<file path="config.mk">
export PLATFORM = sky130hd
export DESIGN_NAME = fp32_normalizer
export DESIGN_NICKNAME = d
export VERILOG_FILES = /design/src/rtl/fp32_pkg.sv /design/src/rtl/fp32_normalizer_norm_step.sv /design/src/rtl/fp32_normalizer.sv
export SDC_FILE = /design/constraint.sdc
export NUM_CORES = 1
export LEC_CHECK = 0
export ABC_CLOCK_PERIOD_IN_PS = 3570
export CAP_MARGIN = 10
export CORE_AREA = 2 2 87 89
export DETAILED_ROUTE_END_ITERATION = 6
export DIE_AREA = 0 0 89 91
export PLACE_DENSITY_LB_ADDON = 0.15
export SLEW_MARGIN = 5
export SYNTH_ARGS = -nofsm -noshare
export SYNTH_HDL_FRONTEND = slang
export SYNTH_SLANG_ARGS = --single-unit
</file>
<file path="constraint.sdc">
create_clock -name clk -period 3.57 [get_ports clk]
set_input_delay 0.714 -clock clk [delete_from_list [all_inputs] [get_ports clk]]
set_output_delay 0.714 -clock clk [all_outputs]
set_load 0.01 [all_outputs]
</file>
<file path="src/rtl/fp32_pkg.sv">
// Shared constants and enumerated types for the FP32 add/normalize datapath.
package fp32_pkg;

    localparam int EXP_W      = 8;
    localparam int EXT_MANT_W = 27;
    localparam int EXP_MAX    = 255;

    typedef enum logic [1:0] {
        IDLE  = 2'd0,
        SHIFT = 2'd1,
        DONE  = 2'd2
    } norm_state_e;

    typedef enum logic [2:0] {
        ZERO       = 3'd0,
        CARRY      = 3'd1,
        NORM       = 3'd2,
        SPECIAL    = 3'd3,
        NEED_SHIFT = 3'd4
    } norm_class_e;

endpackage

</file>
<file path="src/rtl/fp32_normalizer_norm_step.sv">
// One left-normalization step: shifted mantissa, decremented exponent and a stop flag.
// Stop looks one step ahead so the shift that lands the leading one also ends the sequence.
module norm_step #(
    parameter int EXP_W      = 8,
    parameter int EXT_MANT_W = 27
) (
    input  logic [EXT_MANT_W-1:0] cur_mant,
    input  logic [EXP_W-1:0]      cur_exp,
    output logic [EXT_MANT_W-1:0] next_mant,
    output logic [EXP_W-1:0]      next_exp,
    output logic                  stop
);

    localparam logic [EXP_W-1:0] EXP_ONE = EXP_W'(1);

    logic [EXT_MANT_W-1:0] shl_mant;
    logic [EXP_W-1:0]      dec_exp;

    assign shl_mant = {cur_mant[EXT_MANT_W-2:0], 1'b0};
    assign dec_exp  = cur_exp - EXP_ONE;

    always_comb begin
        next_mant = cur_mant;
        next_exp  = cur_exp;
        stop      = 1'b0;
        if (cur_mant[EXT_MANT_W-1]) begin
            stop = 1'b1;
        end else if (cur_exp <= EXP_ONE) begin
            stop     = 1'b1;
            next_exp = '0;
        end else begin
            next_mant = shl_mant;
            next_exp  = dec_exp;
            // Reaching exponent 1 without a leading one means the result is subnormal.
            if (shl_mant[EXT_MANT_W-1]) begin
                stop = 1'b1;
            end else if (dec_exp == EXP_ONE) begin
                stop     = 1'b1;
                next_exp = '0;
            end
        end
    end

endmodule

</file>
<file path="src/rtl/fp32_normalizer.sv">
// Post-add normalizer: one right shift on carry-out, otherwise one left shift per cycle
// until the leading one reaches the top bit or the exponent floors at the subnormal boundary.
//
// state | meaning
// IDLE  | no result held, ready for an operand
// SHIFT | removing leading zeros, one bit per cycle
// DONE  | result valid, held until out_ready
module fp32_normalizer
    import fp32_pkg::norm_state_e, fp32_pkg::IDLE, fp32_pkg::SHIFT, fp32_pkg::DONE,
           fp32_pkg::norm_class_e, fp32_pkg::ZERO, fp32_pkg::CARRY, fp32_pkg::NORM,
           fp32_pkg::SPECIAL, fp32_pkg::NEED_SHIFT;
#(
    parameter int EXP_W      = fp32_pkg::EXP_W,
    parameter int EXT_MANT_W = fp32_pkg::EXT_MANT_W
) (
    input  logic                  clk,
    input  logic                  rst,
    input  logic                  in_valid,
    output logic                  in_ready,
    input  logic                  in_sign,
    input  logic [EXP_W-1:0]      in_exp,
    input  logic [EXT_MANT_W:0]   in_mant,
    output logic                  out_valid,
    input  logic                  out_ready,
    output logic                  out_sign,
    output logic [EXP_W-1:0]      out_exp,
    output logic [EXT_MANT_W-1:0] out_ext_mant,
    output logic                  out_zero,
    output logic                  out_overflow
);

    localparam logic [EXP_W:0] EXP_ONE_X = (EXP_W+1)'(1);
    localparam logic [EXP_W:0] EXP_SAT_X = {1'b0, {EXP_W{1'b1}}};

    norm_state_e           state;
    norm_class_e           cls;
    logic                  accept;
    logic                  sign_q, zero_q, ovf_q;
    logic [EXP_W-1:0]      exp_q;
    logic [EXT_MANT_W-1:0] mant_q;

    logic [EXP_W:0]        exp_eff, exp_inc;
    logic [EXT_MANT_W-1:0] carry_mant;

    norm_state_e           ld_state;
    logic [EXP_W-1:0]      ld_exp;
    logic [EXT_MANT_W-1:0] ld_mant;
    logic                  ld_zero, ld_ovf;

    logic [EXT_MANT_W-1:0] step_mant;
    logic [EXP_W-1:0]      step_exp;
    logic                  step_stop;

    assign in_ready = (state == IDLE) || ((state == DONE) && out_ready);
    assign accept   = in_valid && in_ready;

    // Exponent 0 on input is treated as 1 so subnormal sums share the normal path.
    assign exp_eff    = (in_exp == '0) ? EXP_ONE_X : {1'b0, in_exp};
    assign exp_inc    = exp_eff + EXP_ONE_X;
    assign carry_mant = {in_mant[EXT_MANT_W:2], in_mant[1] | in_mant[0]};

    always_comb begin
        if (in_exp == EXP_SAT_X[EXP_W-1:0])
            cls = SPECIAL;
        else if (in_mant == '0)
            cls = ZERO;
        else if (in_mant[EXT_MANT_W])
            cls = CARRY;
        else if (in_mant[EXT_MANT_W-1])
            cls = NORM;
        else
            cls = NEED_SHIFT;
    end

    always_comb begin
        ld_state = DONE;
        ld_exp   = exp_eff[EXP_W-1:0];
        ld_mant  = in_mant[EXT_MANT_W-1:0];
        ld_zero  = 1'b0;
        ld_ovf   = 1'b0;
        case (cls)
            SPECIAL: ld_exp = in_exp;
            ZERO: begin
                ld_exp  = '0;
                ld_mant = '0;
                ld_zero = 1'b1;
            end
            CARRY: begin
                if (exp_inc >= EXP_SAT_X) begin
                    ld_exp  = EXP_SAT_X[EXP_W-1:0];
                    ld_mant = '0;
                    ld_ovf  = 1'b1;
                end else begin
                    ld_exp  = exp_inc[EXP_W-1:0];
                    ld_mant = carry_mant;
                end
            end
            NORM:       ;
            NEED_SHIFT: ld_state = SHIFT;
            default:    ;
        endcase
    end

    norm_step #(
        .EXP_W      (EXP_W),
        .EXT_MANT_W (EXT_MANT_W)
    ) u_norm_step (
        .cur_mant  (mant_q),
        .cur_exp   (exp_q),
        .next_mant (step_mant),
        .next_exp  (step_exp),
        .stop      (step_stop)
    );

    always_ff @(posedge clk) begin
        if (rst) begin
            state  <= IDLE;
            sign_q <= 1'b0;
            exp_q  <= '0;
            mant_q <= '0;
            zero_q <= 1'b0;
            ovf_q  <= 1'b0;
        end else if (accept) begin
            state  <= ld_state;
            sign_q <= in_sign;
            exp_q  <= ld_exp;
            mant_q <= ld_mant;
            zero_q <= ld_zero;
            ovf_q  <= ld_ovf;
        end else begin
            case (state)
                SHIFT: begin
                    mant_q <= step_mant;
                    exp_q  <= step_exp;
                    if (step_stop)
                        state <= DONE;
                end
                DONE: begin
                    if (out_ready)
                        state <= IDLE;
                end
                default: ;
            endcase
        end
    end

    assign out_valid    = (state == DONE);
    assign out_sign     = sign_q;
    assign out_exp      = exp_q;
    assign out_ext_mant = mant_q;
    assign out_zero     = zero_q;
    assign out_overflow = ovf_q;

endmodule

</file>
After elaboration in Yosys (flattened, before gate mapping)
Cells that the tools add are included.
Widths: inputs -> output; s select.

storage, ports and cells
  register bits after elaboration = 40
  input port bits = 41
  output and inout bits = 40
  word-level logic and storage cells = 66

cells by class
  add/sub/neg operators = 2
  magnitude comparators = 2
  equality and inequality tests = 11
  muxes and demuxes = 31
  bitwise logic cells = 1
  reductions and logical operators = 12

operators with widths
  kind                 count
  $mux 27              5
  $mux 8               8
  $pmux 27 s2          1
  $logic_not 28->1     1
  $pmux 8 s3           1
  $mux 3               4
  $add 8x1->9 const B  1
  $ge 9x8->1 const B   1
  $eq 8x1->1 const B   1
  $eq 8x8->1 const B   1
  $le 8x1->1 const B   1
  $logic_not 8->1      1
  $mux 2               4
  $sub 8x1->8 const B  1
  $mux 1               7
  $reduce_and 3->1     2
  $ne 2x2->1 const B   2
  $pmux 2 s2           1
  $eq 3x1->1 const B   1
  $eq 3x2->1 const B   1
  $eq 3x3->1 const B   1
  $logic_not 3->1      1
  $ne 3x1->1 const B   1
  $ne 3x3->1 const B   1
  9 further kinds      10

Depth between registers and ports, before layout
  word-level depth = 9
  depth in mapped cells = 8
  mapped depth without buffers = 7

Modules after synthesis
Synthesis repeated with hierarchy kept, for this count alone.

second synthesis, totals
  cell total of the unflattened synthesis = 389
  area, all modules = 3,300.7 um^2

modules (own cells, without submodules)
  module           instances  cells an instance  area each (um^2)  seq. area each (um^2)
  fp32_normalizer  1          288                2,524.9           800.8
  norm_step        1          101                775.7             0.0

Worst setup path before layout
OpenSTA, ideal clock, no wires.

  kind = in2reg
  start = input port in_exp[0]
  end = register mant_q[10], in the netlist out_ext_mant[10]
  library setup time = 0.071 ns
  data arrival time = 2.065 ns
  data required time = 3.499 ns
  path slack = 1.434 ns
  cell stages on the path = 7
  path buffers = 3
  cell sequence = clkbuf_1 -> and4_1 -> and2_1 -> clkbuf_1 -> o21a_1 -> clkbuf_1 -> o2bb2ai_1

between the ends
  cells in the longest elaborated chain, start to end = 7
  elaborated cells on any way between the ends = 11
  those cells by class = add/sub: 1; order compare: 1; eq/ne: 2; mux: 5; reduce/logical: 2

RTL lines
  element               RTL line                source
  from (decl)           fp32_normalizer.sv:21   input logic [EXP_W-1:0] in_exp,
  $logic_not 8->1       fp32_normalizer.sv:58   assign exp_eff = (in_exp == '0) ? EXP_ONE_X : {1'b0, in_exp};
  $mux 8                fp32_normalizer.sv:58
  $add 8x1->9           fp32_normalizer.sv:59   assign exp_inc = exp_eff + EXP_ONE_X;
  $ge 9x8->1            fp32_normalizer.sv:89   if (exp_inc >= EXP_SAT_X) begin
  $mux 27               fp32_normalizer.sv:89
  $pmux 27 s2 (*)       fp32_normalizer.sv:81   case (cls)
  $mux 27 (*)           fp32_normalizer.sv:123  end else if (accept) begin
  to (signal assigned)  fp32_normalizer.sv:127  mant_q <= ld_mant;
  to (signal assigned)  fp32_normalizer.sv:133  mant_q <= step_mant;
  to (decl)             fp32_normalizer.sv:40   logic [EXT_MANT_W-1:0] mant_q;

Every way passes the cells marked *; elsewhere a longest branch is shown, timed or not.
A chain may end at the register's enable or synchronous reset.

Final worst setup path
  start = input port out_ready
  end = output port in_ready

between the ends
  cells in the longest elaborated chain, start to end = 2

RTL lines
  element            RTL line               source
  from (decl)        fp32_normalizer.sv:24  input logic out_ready,
  $logic_and 1x1->1  fp32_normalizer.sv:54  assign in_ready = (state == IDLE) || ((state == DONE) && out_ready);
  $logic_or 1x1->1   fp32_normalizer.sv:54
  to (decl)          fp32_normalizer.sv:19  output logic in_ready,

Every way passes these cells.

==> results.cfg <==
[status]
outcome = completed

[cells_and_area]
area_growth_pct = 41.2
drive_gt1_frac = 0.0641
finalNonFillerCells = 458
finalInstanceArea_um2 = 3430
final_nets = 402
fillCellCount = 743
antenna_cells = 0

[setup_path]
end_kind = output pin
critical_path_required_ps = 2860
arrival_ps = 2010
crit_fanout = 3
cp_slowest_cell = clkdlybuf4s50_1
r2r_slack_ps = 1050
slowest_delay_ps = 530
path_class = primary input to output pin
crit_chain = clkdlybuf4s50_1 -> and2b_1 -> nor2_1 -> clkdlybuf4s50_1
timing.critical_path.mode_cell = clkdlybuf4s50_1
startpoint_type = primary input

[place]
placedCellCount = 450
post_dp_cell_area_um2 = 3320
place.gp.congestion = 0.919
preCtsSetupSlack_ps = 705
place_hpwl_mm = 5.77
port-buffer-count = 80

[die]
dieHeight_um = 91
start_util = 0.341
num_rows = 31
die_area_um2 = 8100
core_area_um2 = 7140
chipWidth_um = 89
boundaryPins = 81

[power_and_ir_drop]
p_int_mw = 0.954
clkPwrFrac = 0.264
swShare = 0.335
power.density_nw_per_um2 = 418
p_sw_mw = 0.482
seq_power_share = 0.385
power_frac_comb = 0.351
power.leakage_nw = 1.14
irDropWorstVdd_mv = 0.190

[yosys]
synth_nets = 331
async_flop_share = 0
ys.flop_type = dfxtp_1
synth_compound_area_frac = 0.387
synth.area.mux_share = 0.00875
synth_top_family_by_area = compound AO/OA/AOI/OAI gates
synthSimpleGateAreaFrac = 0.194
synth_fa_ha_area_frac = 0.0154
synth.yosys.seq_area_share = 0.329
synth-seq-cells = 40
synth_cell_type_count = 51
syn_area_per_cell_um2 = 8.47
synth_area_um2 = 2430
yosysWarnings = 0
synthXorXnorAreaFrac = 0.0108
syn_inst = 287
synth_edf_count = 0

[sta]
clock.fmax_mhz = 367
slew_violations = 0
whs_ps = 458
final-setup-viol-count = 0
tightest_slew_ps = 1170
fin_crit_sh = 0.763
worst_slack_ps = 844
hold_viol = 0
setup_tns_ps = 0
slew_headroom = 0.218
rsz0062_at_grt = false
fin_skew_ps = 9.38
fin_crit_ps = 2730

[clock_tree]
ctsResizeCount = 0
post_cts_buffers = 0
cts_hold_buf = 0
clk_pin_slew_ps = 80
ctsRootBufferMaster = clkbuf_8
h-tree-depth = 2
cts_made_buffers = 5
cts_tree = yes
cts.sinks = 40
cts_buffer_depth = 2
insertion_delay_ps = 300

[routing]
dr.first_iter.drc_count = 309
drc = 0
wl_mm = 8.11
via_count = 2710
vias_per_cell = 5.92
ant_nets = 0
post_drt_wl_per_cell_um = 17.7
firstDrtPassIters = 6

[global_route]
grt_max_degree = 42
antenna_found_initial = 0
grt_pass1_wl_mm = 13.2
grt_pass1_vias = 2595
grt_usage = 0.204
grt_overflow = 0

[hold_path]
hold_class = flip-flop to flip-flop

[job]
drv_cap = 0
-- flip-flops by register name (all words and copies together), names as in the netlist --
name          cells
out_exp           8
out_ext_mant     27
out_overflow      1
out_sign          1
out_zero          1
state             2
-- cell families (layout without fill, tap and decap cells) --
| family | after synthesis | count (layout) |
|---|---|---|
| buffers and inverters | 32 | 104 |
| and+or+nand+nor | 85 | 85 |
| AOI/OAI and AO/OA | 122 | 122 |
| xor gates and xnor gates | 3 | 3 |
| muxes | 2 | 2 |
| adders and majority gates | 3 | 3 |
| DFF | 40 | 40 |
-- metal layers --
metal,track usage,vias to the layer above,share of wire
li1,-,1309,-
met3,0.0445,10,0.062
met1,0.290,1283,0.46
met4,0.0585,0,0.016
met2,0.307,108,0.46
met5,0,-,0
-- final timing paths --
check | cells past startpoint | startpoint | endpoint
worst min-delay path | 2 | out_sign | out_sign
worst max register to register | 5 | out_exp[2] | out_ext_mant[17]
worst min register to register | 2 | out_sign | out_sign
worst max-delay path | 4 | out_ready | in_ready
-- per-stage QoR --
step / utilization / total power, mW
final: 0.481 / 1.44
after detailed placement: 0.465 / 1.06
after floorplan: - / 0.837
after CTS: 0.481 / 1.44
after global routing: 0.481 / 1.51
after global placement: 0.465 / 1.06
-- power by group through the flow --
stage                     clock, mW  sequential [mW]  combinational (mW)
after floorplan                   0            0.571               0.266
after global placement            0            0.563               0.499
after detailed placement          0            0.563               0.500
after CTS                     0.384            0.553               0.503
after global routing          0.402            0.563               0.549
final                         0.378            0.553               0.504
-- layout by cell type (no fill, tap or decap), types with 2 or more instances in the layout --
cell and count:
clkdlybuf4s50_1 80, dfxtp_1 40, a21oi_1 25, a222oi_1 22, nor2_1 19, o211ai_1 19, o2bb2ai_1 12, nand2_1 11
nor4_1 10, nor2b_1 9, inv_1 8, nor3_1 8, buf_4 8, o21ai_0 7, a211oi_1 6, a311oi_1 6
clkbuf_8 5, nand2b_1 4, nand3_1 4, a31oi_1 4, and4_1 3, and2_1 3, and3_1 3, xnor2_1 3
a221oi_1 3, ha_1 3, a21o_1 2, a22oi_1 2, o31ai_1 2, nand4_1 2, a32oi_1 2, nor3b_1 2
-- final cells by class --
class | count | area, um2 | share of cell area
well taps | 99 | 124 | 0.0361
repair buffers | 88 | 861 | 0.251
multi-input cells | 215 | 1510 | 0.439
flip-flops and latches | 40 | 801 | 0.233
inverters | 8 | 30.0 | 0.00875
clock buffers | 5 | 68.8 | 0.0201
clock inverters | 3 | 42.5 | 0.0124
-- critical path: cells and delay by family --
| kind | cells | cell delay [ps] |
|---|---|---|
| and+or+nand+nor | 2 | 280 |
| buffers and inverters | 2 | 1020 |
-- synth_stat cells (all sizes together) (4+ instances only) --
library cell | n | area [um2]
a31oi | 4 | 25.0
a211oi | 7 | 57.6
nor2 | 19 | 71.3
o2bb2ai | 13 | 120
dfxtp | 40 | 801
nand3 | 4 | 20.0
nor3 | 8 | 40.0
nand2 | 11 | 41.3
nor2b | 9 | 56.3
o21ai | 7 | 35.0
a21oi | 25 | 125
nor4 | 10 | 62.6
nand2b | 4 | 25.0
a311oi | 6 | 52.6
a222oi | 22 | 220
o211ai | 19 | 143
clkbuf | 18 | 67.6
inv | 8 | 30.0
buf | 6 | 36.3
No activity file was read; power rests on OpenSTA's default activity.
